**src/rtl/level_pkg.sv**
```systemverilog
// Shared definitions for the level alarm indicator: FSM encoding and the
// helper that sizes the level counter.
package level_pkg;

  typedef enum logic [1:0] {
    ST_NORMAL = 2'd0,
    ST_ALARM  = 2'd1,
    ST_ACKED  = 2'd2
  } state_t;

  // Bits needed to hold a popcount of n inputs (0..n inclusive).
  function automatic int count_width(input int n);
    return $clog2(n + 1);
  endfunction

endpackage

```
**src/rtl/level_debounce.sv**
```systemverilog
// One level switch: two-flop synchronizer followed by a counting debouncer
// that commits a new value after DEBOUNCE_CYC consecutive differing cycles.
module level_debounce #(
  parameter int DEBOUNCE_CYC = 4
) (
  input  logic clk,
  input  logic rst,
  input  logic raw_i,
  output logic stable_o
);

  localparam logic [7:0] CNT_LAST = 8'(DEBOUNCE_CYC - 1);

  logic       sync1_q, sync2_q;
  logic       stable_q, stable_d;
  logic [7:0] cnt_q, cnt_d;

  always_ff @(posedge clk) begin
    if (rst) begin
      sync1_q <= 1'b0;
      sync2_q <= 1'b0;
    end else begin
      sync1_q <= raw_i;
      sync2_q <= sync1_q;
    end
  end

  // Any cycle of agreement restarts the count, so short glitches never commit.
  always_comb begin
    cnt_d    = 8'd0;
    stable_d = stable_q;
    if (sync2_q != stable_q) begin
      if (cnt_q == CNT_LAST) begin
        stable_d = sync2_q;
        cnt_d    = 8'd0;
      end else begin
        cnt_d = cnt_q + 8'd1;
      end
    end
  end

  always_ff @(posedge clk) begin
    if (rst) begin
      stable_q <= 1'b0;
      cnt_q    <= 8'd0;
    end else begin
      stable_q <= stable_d;
      cnt_q    <= cnt_d;
    end
  end

  assign stable_o = stable_q;

endmodule

```
**src/rtl/level_alarm_indicator.sv**
```systemverilog
// Tank level alarm: debounced level switches feed a NORMAL/ALARM/ACKED FSM
// driving a green lamp and a red lamp that blinks until acknowledged.
module level_alarm_indicator
  import level_pkg::*;
#(
  parameter int N_LEVELS     = 6,
  parameter int DEBOUNCE_CYC = 4,
  parameter int BLINK_DIV    = 8
) (
  input  logic                                clk,
  input  logic                                rst,
  input  logic [N_LEVELS-1:0]                 levels,
  input  logic                                ack,
  output logic                                R,
  output logic                                G,
  output logic [count_width(N_LEVELS)-1:0]    level_count,
  output logic                                full
);

  localparam int          CW        = count_width(N_LEVELS);
  localparam logic [15:0] BCNT_LAST = 16'(BLINK_DIV - 1);

  logic [N_LEVELS-1:0] stable;
  state_t              state_q, state_d;
  logic [15:0]         bcnt_q, bcnt_d;
  logic                blink_q, blink_d;

  for (genvar i = 0; i < N_LEVELS; i++) begin : g_bit
    level_debounce #(
      .DEBOUNCE_CYC(DEBOUNCE_CYC)
    ) u_deb (
      .clk      (clk),
      .rst      (rst),
      .raw_i    (levels[i]),
      .stable_o (stable[i])
    );
  end

  assign full = &stable;

  always_comb begin
    level_count = '0;
    for (int i = 0; i < N_LEVELS; i++) begin
      level_count = level_count + CW'(stable[i]);
    end
  end

  always_ff @(posedge clk) begin
    if (rst) begin
      state_q <= ST_NORMAL;
    end else begin
      state_q <= state_d;
    end
  end

  // Losing full always wins over a coincident acknowledge.
  always_comb begin
    state_d = state_q;
    case (state_q)
      ST_NORMAL: if (full) state_d = ST_ALARM;
      ST_ALARM: begin
        if (!full)    state_d = ST_NORMAL;
        else if (ack) state_d = ST_ACKED;
      end
      ST_ACKED:  if (!full) state_d = ST_NORMAL;
      default:   state_d = ST_NORMAL;
    endcase
  end

  always_comb begin
    bcnt_d  = bcnt_q;
    blink_d = blink_q;
    if (state_q != ST_ALARM && state_d == ST_ALARM) begin
      blink_d = 1'b1;
      bcnt_d  = 16'd0;
    end else if (state_q == ST_ALARM) begin
      if (bcnt_q == BCNT_LAST) begin
        bcnt_d  = 16'd0;
        blink_d = ~blink_q;
      end else begin
        bcnt_d = bcnt_q + 16'd1;
      end
    end
  end

  always_ff @(posedge clk) begin
    if (rst) begin
      bcnt_q  <= 16'd0;
      blink_q <= 1'b0;
    end else begin
      bcnt_q  <= bcnt_d;
      blink_q <= blink_d;
    end
  end

  always_comb begin
    G = 1'b1;
    R = 1'b0;
    case (state_q)
      ST_ALARM: begin
        G = 1'b0;
        R = blink_q;
      end
      ST_ACKED: begin
        G = 1'b0;
        R = 1'b1;
      end
      default: begin
        G = 1'b1;
        R = 1'b0;
      end
    endcase
  end

endmodule

```
**config.mk**
```make
export PLATFORM = sky130hd
export DESIGN_NAME = level_alarm_indicator
export DESIGN_NICKNAME = d
export VERILOG_FILES = /design/src/rtl/level_pkg.sv /design/src/rtl/level_debounce.sv /design/src/rtl/level_alarm_indicator.sv
export SDC_FILE = /design/constraint.sdc
export NUM_CORES = 1
export LEC_CHECK = 0
export BUFFER_PORTS_ARGS = -buffer_cell sky130_fd_sc_hd__buf_2
export CORE_MARGIN = 2
export CORE_UTILIZATION = 62
export CTS_BUF_LIST = sky130_fd_sc_hd__clkbuf_8
export DETAILED_ROUTE_END_ITERATION = 10
export PLACE_DENSITY = 0.78
export SLEW_MARGIN = 20
export SYNTH_ARGS = -nofsm -noshare
export SYNTH_HDL_FRONTEND = slang
export SYNTH_SLANG_ARGS = --single-unit
```
**constraint.sdc**
```tcl
create_clock -name clk -period 3.35 [get_ports clk]
set_clock_uncertainty 0.2 [all_clocks]
set_input_delay 0.335 -clock clk [delete_from_list [all_inputs] [get_ports clk]]
set_output_delay 0.335 -clock clk [all_outputs]
set_load 0.01 [all_outputs]
```
Yosys cells after proc, flatten, opt, wreduce, memory -nomap -nowiden

Cells that the tools add are included.
Widths: inputs -> output; s select.

Bitwise logic cells: 7
Muxes and demuxes: 11
Add/subtract/negate cells: 12
Equal/unequal tests: 17
Reductions and logical operators: 20

Operators with widths:

| kind                  | count |
|---|---|
| $add 8x1->8 const B   | 6 |
| $eq 8x2->1 const B    | 6 |
| $reduce_or 3->1       | 6 |
| $add 16x1->16 const B | 1 |
| $eq 16x3->1 const B   | 1 |
| $mux 16               | 1 |
| $reduce_and 2->1      | 7 |
| $add 3x1->3           | 3 |
| $mux 2                | 4 |
| $not 1->1             | 7 |
| $ne 1x1->1            | 6 |
| $pmux 2 s3            | 1 |
| $reduce_and 6->1      | 1 |
| $eq 2x1->1 const B    | 2 |
| $mux 1                | 4 |
| $reduce_bool 2->1     | 2 |
| $reduce_or 2->1       | 2 |
| $add 2x1->3           | 1 |
| $add 1x1->2           | 1 |
| $eq 2x2->1 const B    | 1 |
| $logic_not 2->1       | 1 |
| $ne 2x1->1 const B    | 1 |
| $pmux 1 s2            | 1 |
| $logic_and 1x1->1     | 1 |

Bits in registers: 85

Longest topological paths before layout

Depth after elaboration: 7
Mapped depth: 8
Gate-level depth less buffers: 8

Hierarchy

From an unflattened synthesis, not the netlist that was laid out.

Cells, all modules: 415
Area, all modules: 3789.9 um^2

Modules (own cells, without submodules):

| module                | area each (um^2) | seq. area each (um^2) | instances | cells an instance |
|---|---|---|---|---|
| level_debounce        | 441.7            | 220.2                 | 6         | 48 |
| level_alarm_indicator | 1139.8           | 380.4                 | 1         | 127 |

Worst setup path before layout

OpenSTA, ideal clock, no wires.

Kind: register -> output
From: register g_bit[0].u_deb.stable_q
To: output port level_count[1]
Data arrival time: 2.115 ns
Data required time: 2.815 ns
Buffers on the path: 0
Path slack: 0.700 ns
Cell stages (with the launch flop): 9
Cell sequence: dfxtp_1 > fa_1 > inv_1 > fa_1 > inv_1 > ha_1 > inv_1 > fa_1 > inv_1

Word-level cells in the longest chain between the ends: 5

RTL lines:

| item                      | RTL line                    | source |
|---|---|---|
| start: declaration        | level_debounce.sv:15        | `logic stable_q, stable_d;` |
| start signal: assignment  | level_debounce.sv:47        | `stable_q <= stable_d;` |
| $add 1x1->2               | level_alarm_indicator.sv:44 | `level_count = level_count + CW'(stable[i]);` |
| $add 2x1->3               | level_alarm_indicator.sv:44 |  |
| $add 3x1->3 (3 in series) | level_alarm_indicator.sv:44 |  |
| end: declaration          | level_alarm_indicator.sv:16 | `output logic [count_width(N_LEVELS)-1:0] level_count,` |

Every way passes these cells.

Final worst setup path

Same ends and word-level chain as after synthesis.

==> results.sh <==
export IMPL_max_cap_violations=0
export IMPL_critPathRequiredTime_ns=2.81
export IMPL_fillers=467
export IMPL_grt_max_degree=29
export IMPL_multi_input_area_um2=1890
export IMPL_crit_path_end_kind="primary output"
export IMPL_route_detailed_drc=0
export IMPL_crit_path_top_delay_cell="fa_1"
export IMPL_p_per_area_nw_per_um2=411
export IMPL_cp_slowest_stage_delay_ns=0.55
export IMPL_cp_top_family="adder cells"
export IMPL_dieArea_um2=6610
export IMPL_crit_chain="fa_1, inv_1, fa_1, inv_1, ha_1, inv_1, fa_1, inv_1, buf_2"
export IMPL_cts_root_buffer="clkbuf_8"
export IMPL_cp_start_kind="flip-flop"
export IMPL_grt_setup_unrepaired="false"
export IMPL_yosysUniqueCellTypes=36
export IMPL_worstMarginPinSlew_ns=0.505
export IMPL_path_common_cell="inv_1"
export IMPL_ys_seq_area_frac=0.459
export IMPL_clock_sink_count=85
export IMPL_synth_ff_type="dfxtp_1"
export IMPL_cts_hold_buf=6
export IMPL_antenna_found_initial=0
export IMPL_htreeDepth=3
export IMPL_p_seq_frac=0.618
export IMPL_post_cts_buffers=0
export IMPL_fmax_mhz=317
export IMPL_ios=15
export IMPL_tns_ns=0
export IMPL_fp_row_count=28
export IMPL_grt_ovfl_total=0
export IMPL_vias_per_cell=5.31
export IMPL_wl_per_cell_um=11.8
export IMPL_power_leakage_nw=1.52
export IMPL_ys_ff_latch=85
export IMPL_internal_power_mw=1.29
export IMPL_ir_drop_mv=0.373
export IMPL_area_delta_synth_final_pct=8.81
export IMPL_synth_edf_count=0
export IMPL_wl_mm=6.06
export IMPL_path_clk_slew_ns=0.08
export IMPL_power_switching_share=0.220
export IMPL_die_h_um=81.3
export IMPL_path_class="reg2out"
export IMPL_synth_area_um2=3700
export IMPL_grt_first_pass_wirelength_mm=10.7
export IMPL_clock_path_buffers=2
export IMPL_cts_tree="yes"
export IMPL_relSlewSlack=0.663
export IMPL_pwr_share_clk=0.362
export IMPL_layout_drive_gt1_share=0.0824
export IMPL_hold_viol=0
export IMPL_total_power_mw=1.66
export IMPL_post_cts_resize_count=0
export IMPL_drtAntennaViolNets=0
export IMPL_cp_data_arrival_time_ns=2.62
export IMPL_antenna_diode_count=0
export IMPL_die_w_um=81.3
export IMPL_syn_inst=410
export IMPL_p_sw_uw=364
export IMPL_track_usage=0.212
export IMPL_io_buffers=14
export IMPL_setup_viol=0
export IMPL_vias=2720
export IMPL_cp_num_buf_inv=5
export IMPL_firstDrtPassIters=4
export IMPL_whs_ns=0.233
export IMPL_async_flop_share=0
export IMPL_critPathMaxFanout=4
export IMPL_nNetsFinal=457
export IMPL_clk_latency_ns=0.36
export IMPL_avgSynthCellArea_um2=9.04
export IMPL_min_path_type="in2reg"
export IMPL_gp_congestion=0.798
export IMPL_cts_buffers=9
export IMPL_core_area_um2=5850
export IMPL_p_comb_frac=0.020
export IMPL_period_share=0.942
export IMPL_grt_pass1_vias=2569
export IMPL_final_max_slew_violation_count=0
export IMPL_seqCellArea_um2=1700
export IMPL_synth_fp_nets=435
export IMPL_start_util=0.633
export IMPL_final_min_clock_period_ns=3.16
export IMPL_dr_first_iter_drc_count=87
export IMPL_dp_hpwl_mm=4.25
export IMPL_yosys_warnings=0
export IMPL_outcome="completed"
## worst paths after layout
path	start	endpoint	slack, ns	cells after the start
max	g_bit[0].u_deb.stable_o	level_count[1]	0.19	9
min	rst	g_bit[5].u_deb.sync1_q	0.23	2
max reg2reg	state_q[1]	bcnt_q[9]	1.05	6
min reg2reg	g_bit[5].u_deb.sync1_q	g_bit[5].u_deb.sync2_q	0.24	1
## stage by stage
stage | instance area [um^2] | setup slack, ns | util | instances
finish | 4030 | 0.194 | 0.689 | 512
global route | 4030 | 0.0473 | 0.689 | 512
CTS | 4030 | 0.156 | 0.689 | 512
detailed placement | 3810 | 0.557 | 0.651 | 490
global placement | 3810 | 0.574 | 0.651 | 490
floorplan | 3700 | 0.700 | - | 410
## logic make-up after synthesis
family	synth area share
AOI/OAI and AO/OA	0.0358
xor gates and xnor gates	0.130
adders and majority gates	0.0601
buffers and inverters	0.0307
DFF	0.459
and+or+nand+nor	0.284
## layer usage
metal	vias to the layer above	global-route usage	wire length [um]
met5	-	0	0
met1	1251	0.252	2880
li1	1431	-	-
met3	14	0.0822	181
met2	24	0.347	2890
met4	0	0.0780	97
## power groups by stage
stage	clock network, mW	logic, mW	registers, mW
after floorplan	0	0.0206	1.05
after global placement	0	0.0276	1.05
after detailed placement	0	0.0281	1.05
after CTS	0.618	0.0337	1.02
after global routing	0.663	0.0375	1.02
final	0.599	0.0332	1.02
## final cells by class
cell class,count,area share
inverters,15,0.0140
well taps,75,0.0233
multi-input cells,301,0.469
flip-flops and latches,85,0.422
clock buffers,9,0.0307
clock inverters,7,0.00900
repair buffers,20,0.0323
## cell usage after synthesis, drive strengths merged (8+ instances only)
master	instances	share of area
nand4	8	0.015
xor2	30	0.071
dfxtp	85	0.46
inv	15	0.015
nor3	16	0.022
nor4	9	0.015
nor2	62	0.063
nand2	29	0.029
nor2b	13	0.022
ha	13	0.044
nand3	38	0.051
a21oi	13	0.020
and3	20	0.034
xnor2	25	0.059
## placed cells by master, fill, tap and decap left out, drive strengths merged, types with 13 or more instances in the layout
cell type   n
a21oi      13
and3       20
buf        14
dfxtp      85
ha         13
inv        18
nand2      29
nand3      38
nor2       62
nor2b      13
nor3       16
xnor2      25
xor2       30
## state kept, by name, indices dropped and copies added, names as in the netlist
register / cells
g_bit.u_deb.cnt_q: 48
bcnt_q: 16
g_bit.u_deb.stable_o: 6
g_bit.u_deb.sync1_q: 6
g_bit.u_deb.sync2_q: 6
state_q: 2
blink_q: 1
Power figures use the tool's default switching activity.
